## config.mk

```make
export PLATFORM = sky130hd
export DESIGN_NAME = load_sequencer
export DESIGN_NICKNAME = d
export VERILOG_FILES = /design/src/rtl/load_sequencer.sv
export SDC_FILE = /design/constraint.sdc
export NUM_CORES = 1
export LEC_CHECK = 0
export CAP_MARGIN = 20
export CORE_MARGIN = 2
export CORE_UTILIZATION = 50
export CTS_BUF_LIST = sky130_fd_sc_hd__clkbuf_4
export CTS_CLUSTER_DIAMETER = 100
export DETAILED_ROUTE_END_ITERATION = 8
export DONT_BUFFER_PORTS = 1
export SLEW_MARGIN = 20
export SYNTH_ARGS = -nofsm -noshare
export SYNTH_HDL_FRONTEND = slang
export SYNTH_SLANG_ARGS = --single-unit
```

## constraint.sdc

```tcl
create_clock -name CLK -period 3.2 [get_ports CLK]
set_input_delay 0.8 -clock CLK [delete_from_list [all_inputs] [get_ports CLK]]
set_output_delay 0.8 -clock CLK [all_outputs]
set_load 0.01 [all_outputs]
```

## src/rtl/load_sequencer.sv

```systemverilog
// load_sequencer: multi-cycle load unit. It decodes a load instruction,
// issues one aligned memory read, waits for the acknowledge with a timeout,
// then extracts and extends the addressed lane for the register-file write.
// Build option: define LOAD_MISALIGN_TRAP_EN to fault on misaligned addresses
// instead of silently aligning them.
//
// state   | meaning
// --------+-----------------------------------------------------------
// S_IDLE  | waiting for start; decode, effective address, legality
// S_REQ   | mem_req held high, address stable, waiting for mem_ack
// S_WB    | one-cycle completion: done, rd_data valid, rd_we unless x0
// S_FAULT | one-cycle abort: done and fault with fault_cause

module load_sequencer #(
   parameter int XLEN     = 32,
   parameter int MAX_WAIT = 16
) (
   input  logic            CLK,
   input  logic            RST,
   input  logic [31:0]     INSN,
   input  logic            start,
   input  logic [XLEN-1:0] rs1_val,
   output logic [XLEN-1:0] mem_addr,
   output logic            mem_req,
   input  logic            mem_ack,
   input  logic [XLEN-1:0] mem_rdata,
   output logic [4:0]      rd_addr,
   output logic [XLEN-1:0] rd_data,
   output logic            rd_we,
   output logic            busy,
   output logic            done,
   output logic            fault,
   output logic [1:0]      fault_cause
);

   localparam int LANE_W = $clog2(XLEN / 8);

   typedef enum logic [1:0] {
      S_IDLE,
      S_REQ,
      S_WB,
      S_FAULT
   } state_t;

   state_t            state;
   logic [7:0]        wait_cnt;
   logic [2:0]        funct3_q;
   logic [LANE_W-1:0] lane_q;

   logic [2:0]        funct3;
   logic [XLEN-1:0]   ea;
   logic [XLEN-1:0]   ea_nat;
   logic [2:0]        size_mask;
   logic              legal;
   logic              misaligned;
   logic [XLEN-1:0]   shifted;
   logic [XLEN-1:0]   load_val;

   // The rs1 field is not needed here: the base value arrives on rs1_val.
   logic              unused_insn;
   assign unused_insn = ^INSN[19:15];

   assign funct3 = INSN[14:12];

   // Decode of the incoming instruction: effective address, natural
   // alignment of the access size, and legality for this XLEN.
   always_comb begin
      ea = rs1_val + XLEN'($signed(INSN[31:20]));
      case (funct3[1:0])
         2'b00:   size_mask = 3'b000;
         2'b01:   size_mask = 3'b001;
         2'b10:   size_mask = 3'b011;
         default: size_mask = 3'b111;
      endcase
      ea_nat = ea & ~XLEN'(size_mask);

      legal = 1'b0;
      if (INSN[6:0] == 7'b0000011) begin
         case (funct3)
            3'b000, 3'b001, 3'b010, 3'b100, 3'b101: legal = 1'b1;
            3'b011, 3'b110:                         legal = (XLEN == 64);
            default:                                legal = 1'b0;
         endcase
      end

`ifdef LOAD_MISALIGN_TRAP_EN
      misaligned = |(ea[2:0] & size_mask);
`else
      misaligned = 1'b0;
`endif
   end

   // Lane select and extension of the returned word, driven straight from
   // mem_rdata so the result is registered in the acknowledge cycle.
   always_comb begin
      shifted = mem_rdata >> {lane_q, 3'b000};
      case (funct3_q)
         3'b000:  load_val = XLEN'($signed(shifted[7:0]));
         3'b001:  load_val = XLEN'($signed(shifted[15:0]));
         3'b010:  load_val = XLEN'($signed(shifted[31:0]));
         3'b100:  load_val = XLEN'(shifted[7:0]);
         3'b101:  load_val = XLEN'(shifted[15:0]);
         3'b110:  load_val = XLEN'(shifted[31:0]);
         default: load_val = shifted;
      endcase
   end

   // Sequencer FSM with all outputs registered; done/fault/rd_we are pulses
   // that default low every cycle and are raised only on WB/FAULT entry.
   always_ff @(posedge CLK) begin
      if (RST) begin
         state       <= S_IDLE;
         wait_cnt    <= 8'd0;
         funct3_q    <= 3'b000;
         lane_q      <= '0;
         mem_req     <= 1'b0;
         mem_addr    <= '0;
         rd_addr     <= 5'd0;
         rd_data     <= '0;
         rd_we       <= 1'b0;
         busy        <= 1'b0;
         done        <= 1'b0;
         fault       <= 1'b0;
         fault_cause <= 2'b00;
      end else begin
         done        <= 1'b0;
         fault       <= 1'b0;
         rd_we       <= 1'b0;
         fault_cause <= 2'b00;
         case (state)
            S_IDLE: begin
               if (start) begin
                  funct3_q <= funct3;
                  lane_q   <= ea_nat[LANE_W-1:0];
                  rd_addr  <= INSN[11:7];
                  mem_addr <= {ea_nat[XLEN-1:LANE_W], {LANE_W{1'b0}}};
                  wait_cnt <= 8'd0;
                  busy     <= 1'b1;
                  if (!legal) begin
                     state       <= S_FAULT;
                     done        <= 1'b1;
                     fault       <= 1'b1;
                     fault_cause <= 2'b01;
                  end else if (misaligned) begin
                     state       <= S_FAULT;
                     done        <= 1'b1;
                     fault       <= 1'b1;
                     fault_cause <= 2'b10;
                  end else begin
                     state   <= S_REQ;
                     mem_req <= 1'b1;
                  end
               end
            end
            S_REQ: begin
               if (mem_ack) begin
                  state   <= S_WB;
                  mem_req <= 1'b0;
                  rd_data <= load_val;
                  done    <= 1'b1;
                  rd_we   <= (rd_addr != 5'd0);
               end else if (wait_cnt == 8'(MAX_WAIT - 1)) begin
                  state       <= S_FAULT;
                  mem_req     <= 1'b0;
                  done        <= 1'b1;
                  fault       <= 1'b1;
                  fault_cause <= 2'b11;
               end else begin
                  wait_cnt <= wait_cnt + 8'd1;
               end
            end
            S_WB, S_FAULT: begin
               state <= S_IDLE;
               busy  <= 1'b0;
            end
            default: begin
               state <= S_IDLE;
               busy  <= 1'b0;
            end
         endcase
      end
   end

endmodule

```

* Word level (Yosys, flattened, before mapping) *
Cells that the tools add are included.

storage, ports and cells
  input bits = 100
  register bits = 89
  logic and storage cells = 87

operators by class
  add/sub/neg operators = 2
  mux-type cells = 32
  reductions and logical operators = 16
  shift-type cells = 1
  bitwise operators = 4
  equal/unequal tests = 19

operators with widths
  cell                                                              number
  32-bit case mux with 4 select lines                               1
  32-bit adder                                                      1
  32-bit bitwise AND                                                1
  3-bit NOT with 32-bit output                                      1
  32-bit by 5-bit >> shifter with 32-bit output                     1
  8-bit two-way mux                                                 3
  8-bit case mux with 2 select lines                                1
  1-bit two-way mux                                                 14
  3-bit == test (second input constant)                             4
  2-bit two-way mux                                                 6
  3-bit case mux with 3 select lines                                1
  8-bit by 1-bit adder with 8-bit output (second input constant)    1
  8-bit by 4-bit == test with 1-bit output (second input constant)  1
  2-bit != test (second input constant)                             4
  1-bit case mux with 2 select lines                                4
  2-bit AND reduction                                               4
  4-bit AND reduction                                               2
  7-bit by 2-bit == test with 1-bit output (second input constant)  1
  2-bit == test (second input constant)                             3
  3-bit by 1-bit == test with 1-bit output (second input constant)  2
  3-bit zero test                                                   2
  2-bit case mux with 3 select lines                                1
  5-bit nonzero test                                                1
  5-bit OR reduction                                                1
  9 further kinds                                                   13

* Logic depth before layout (Yosys ltp) *
  depth in word-level cells = 7
  depth in mapped cells = 10
  mapped depth without buffers = 9

* Worst setup path before layout *
No wires, ideal clock.

  path type = input-to-reg
  from = input port INSN[20]
  to = register mem_addr[22]
  data required time = 3.068 ns
  setup time = 0.132 ns
  data arrival time = 2.571 ns
  path slack = 0.497 ns
  buffers on the path = 0
  stages on the path = 9
  cells stage by stage = ha_1 > fa_1 > a21oi_1 > o211ai_1 > a21o_4 > a21o_4 > a21oi_2 > xor2_1 > o21ai_0

on the way
  cells in the longest elaborated chain, start to end = 2

ends and longest elaborated chain
  what                  RTL line  source
  start, declared       20        input logic [31:0] INSN,
  32-bit adder          68        ea = rs1_val + XLEN'($signed(INSN[31:20]));
  32-bit bitwise AND    75        ea_nat = ea & ~XLEN'(size_mask);
  end signal, assigned  136       mem_addr <= {ea_nat[XLEN-1:LANE_W], {LANE_W{1'b0}}};
  end, declared         23        output logic [XLEN-1:0] mem_addr,

No other way between the ends.
A chain may end at the register's enable or synchronous reset.

* Worst setup path in the final report *
Same ends and word-level chain as after synthesis.

==> results.md <==
* Status: completed
* Post-route clock period utilization at 0.769
* CTS Hold Bufs at 0
* Ant. Diodes at 0
* Met1 Use GR at 0.295
* Die Span X at 108 um
* Drt wl/cell at 17.9 um
* Xor-xnor portion of the synthesized cell area at 0.0514
* Worst EP arrival at 2790 ps
* Die ar. at 11800 um^2
* Total CTS buffers at 9
* M2 GR Usage at 0.454
* Layout cells sized above 1 at 0.0608
* Synth Area in Adders at 0.0770
* Hold slack at 418 ps
* Syn avg cell area at 7.56 um^2
* Register area at 1760 um^2
* CTS sink cnt at 88
* Final WL at 15200 um
* Max FO, Critical Path at 3
* Vias in the first global route at 4732
* Main combinational cell family by area after synthesis: simple AND/OR/NAND/NOR gates
* Post-CTS setup buffer count at 0
* Most common cell after layout, fill and taps aside: nand2_1
* Most crowded layer after global routing: met2
* Number of remaining DRC errors at 0
* Synth Area in Compound Gates at 0.225
* Initial antenna violation count at 0
* Tmin final at 2460 ps
* Post-DP HPWL at 11800 um
* Final setup violating endpoints at 0
* Yosys reg bits at 88
* VDD IR-drop max at 0.194 mV
* Max cap viols at 0
* Routed Antenna Nets at 0
* Overflow after GRT at 0
* Pins Over Slew Limit at 0
* Largest net degree at the start of global routing at 61
* Area of the multi-input gates at 3500 um^2
* Via count at 4991
* Worst-Skew Late Latency at 450 ps
* Max Root-Sink Buffers at 2
* Die Ht at 108 um
* Fin Clk Skew at 16.0 ps
* Ys Warns at 0
* Worst Tran Pin Value at 724 ps
* Max Clock Freq at 407 MHz
* FILL cells at 1078
* Power per Cell Area at 449 nW/um^2
* First-pass GRT wire length at 23400 um
* Worst-path clk slew at 140 ps
* Core Box Area at 10700 um^2
* EDFF count, synth at 0
* Util after Layout at 0.527
* Simple-Gate Fraction of Synth Area at 0.247
* RSZ-0062 raised after global routing: no
* Starting DRT DRC Count at 393
* CP Capture Type: flop
* Worst path required time at 3530 ps
* Cell variety after synth at 57
* Number of buffers added on ports at 0
* Initial Utilization at 0.508
* RD Place Congestion at 0.913
* # rows at 38
* DR pass1 iterations at 4
* # IOs at 176
* Hold Path Origin: RST
* Synth Cell Area at 5460 um^2
* Via density at 5.89
* H-tree depth at 3
* CTS tree: done
* Most frequent cells in the layout: 124 x nand2_1, 88 x dfxtp_1, 83 x a21oi_1, 79 x nor2_1, 36 x a211oi_1
* Root Driver: clkbuf_4
* Cells after Synth at 722
* Crit start category: input pin
* Worst Hold Class: input pin to flop
* TNS Setup at 0 ps
* Post-synthesis sequential area ratio at 0.323
* Ys flop type: dfxtp_1
* Critical path class: input pin to flop
* Slew HR at 0.517
* Gates resized, CTS repair at 0
* Crit path from: INSN[20]
* Routing usage on met3 at 0.0693
* FF-to-FF Start: state[0]
* NumNets Final at 836
* Synth async-reset ratio at 0
* Area grow syn2layout at 3.81%
* Proportion of synthesized area in mux cells at 0.0385
* Overall routing resource usage at 0.256
* Fin. Hold Viols at 0
* Lkg Pwr at 2.10 nW
[cells in the mapped netlist (all sizes together), types with 2 or more instances]
master,n,area share
nand2,124,0.085
dfxtp,88,0.32
a21oi,86,0.081
nor2,81,0.057
o21ai,53,0.049
a211oi,36,0.050
ha,32,0.073
clkbuf,27,0.019
xor2,21,0.034
nand3,17,0.016
nor3,17,0.016
nor2b,16,0.018
buf,12,0.012
mux2i,12,0.022
nand4,11,0.015
xnor2,11,0.018
inv,10,0.0069
mux2,8,0.017
and3,7,0.0080
a31oi,6,0.0069
nand2b,6,0.0069
or4,4,0.0055
a21o,3,0.0069
o211ai,3,0.0041
or2,3,0.0034
a21boi,2,0.0028
and2,2,0.0023
nand3b,2,0.0028
o21a,2,0.0028
o21bai,2,0.0028
o311a,2,0.0037
o31ai,2,0.0053
or3,2,0.0023
[per-stage QoR]
step | worst slack [ps] | cell area [um^2] | instances | power [mW]
after global placement | 294 | 5530 | 832 | 1.92
after global routing | 598 | 5670 | 847 | 2.70
after floorplan | 497 | 5460 | 723 | 1.79
after detailed placement | 269 | 5530 | 832 | 1.93
final | 741 | 5670 | 847 | 2.54
after CTS | 765 | 5670 | 847 | 2.56
[layer usage]
metal | vias to the layer above | part of all wire | wire, um
met5 | - | 0 | 0
met2 | 153 | 0.49 | 7490
met1 | 2306 | 0.41 | 6280
li1 | 2510 | - | -
met3 | 22 | 0.073 | 1120
met4 | 0 | 0.021 | 317
[registers in the layout, summed over array words and instances, names as in the netlist, 2 cells and up]
signal and flops:
state 2, funct3_q 3, rd_addr 5, wait_cnt 8, fault_cause 2, mem_addr 30, lane_q 2, rd_data 32
[critical path: stages]
cell and delay (ps):
ha_1 210, fa_1 400, a21oi_1 250, o211ai_1 170, a21o_4 270, a21o_4 230, a21oi_2 210, xor2_1 160
o21ai_0 80
[where the power goes]
part,internal (mW),total (mW),switching (mW)
clock,0.243,0.637,0.394
combinational,0.239,0.628,0.389
sequential,1.18,1.28,0.0997
total,1.66,2.54,0.882
[cell families after synthesis]
logic type,after synthesis
AO/OA/AOI/OAI,203
XOR/XNOR,32
adder cells (fa/ha/maj),33
buffers and inverters,49
flip-flops,88
multiplexers,20
other,1
AND/OR/NAND/NOR,296
[final timing paths]
check | depth (start not counted) | slack (ps) | endpoint
worst max-delay path | 9 | 740 | mem_addr[22]
worst min-delay path | 1 | 420 | mem_req
worst max register to register | 4 | 930 | rd_data[29]
worst min register to register | 2 | 500 | wait_cnt[1]
[final cells by class]
cell class              count  area share
multi-input cells         586       0.617
flip-flops and latches     88       0.311
well taps                 140      0.0309
clock buffers              10      0.0133
repair buffers              8      0.0106
clock inverters             5      0.0104
inverters                  10     0.00663
No activity file was read; power rests on OpenSTA's default activity.
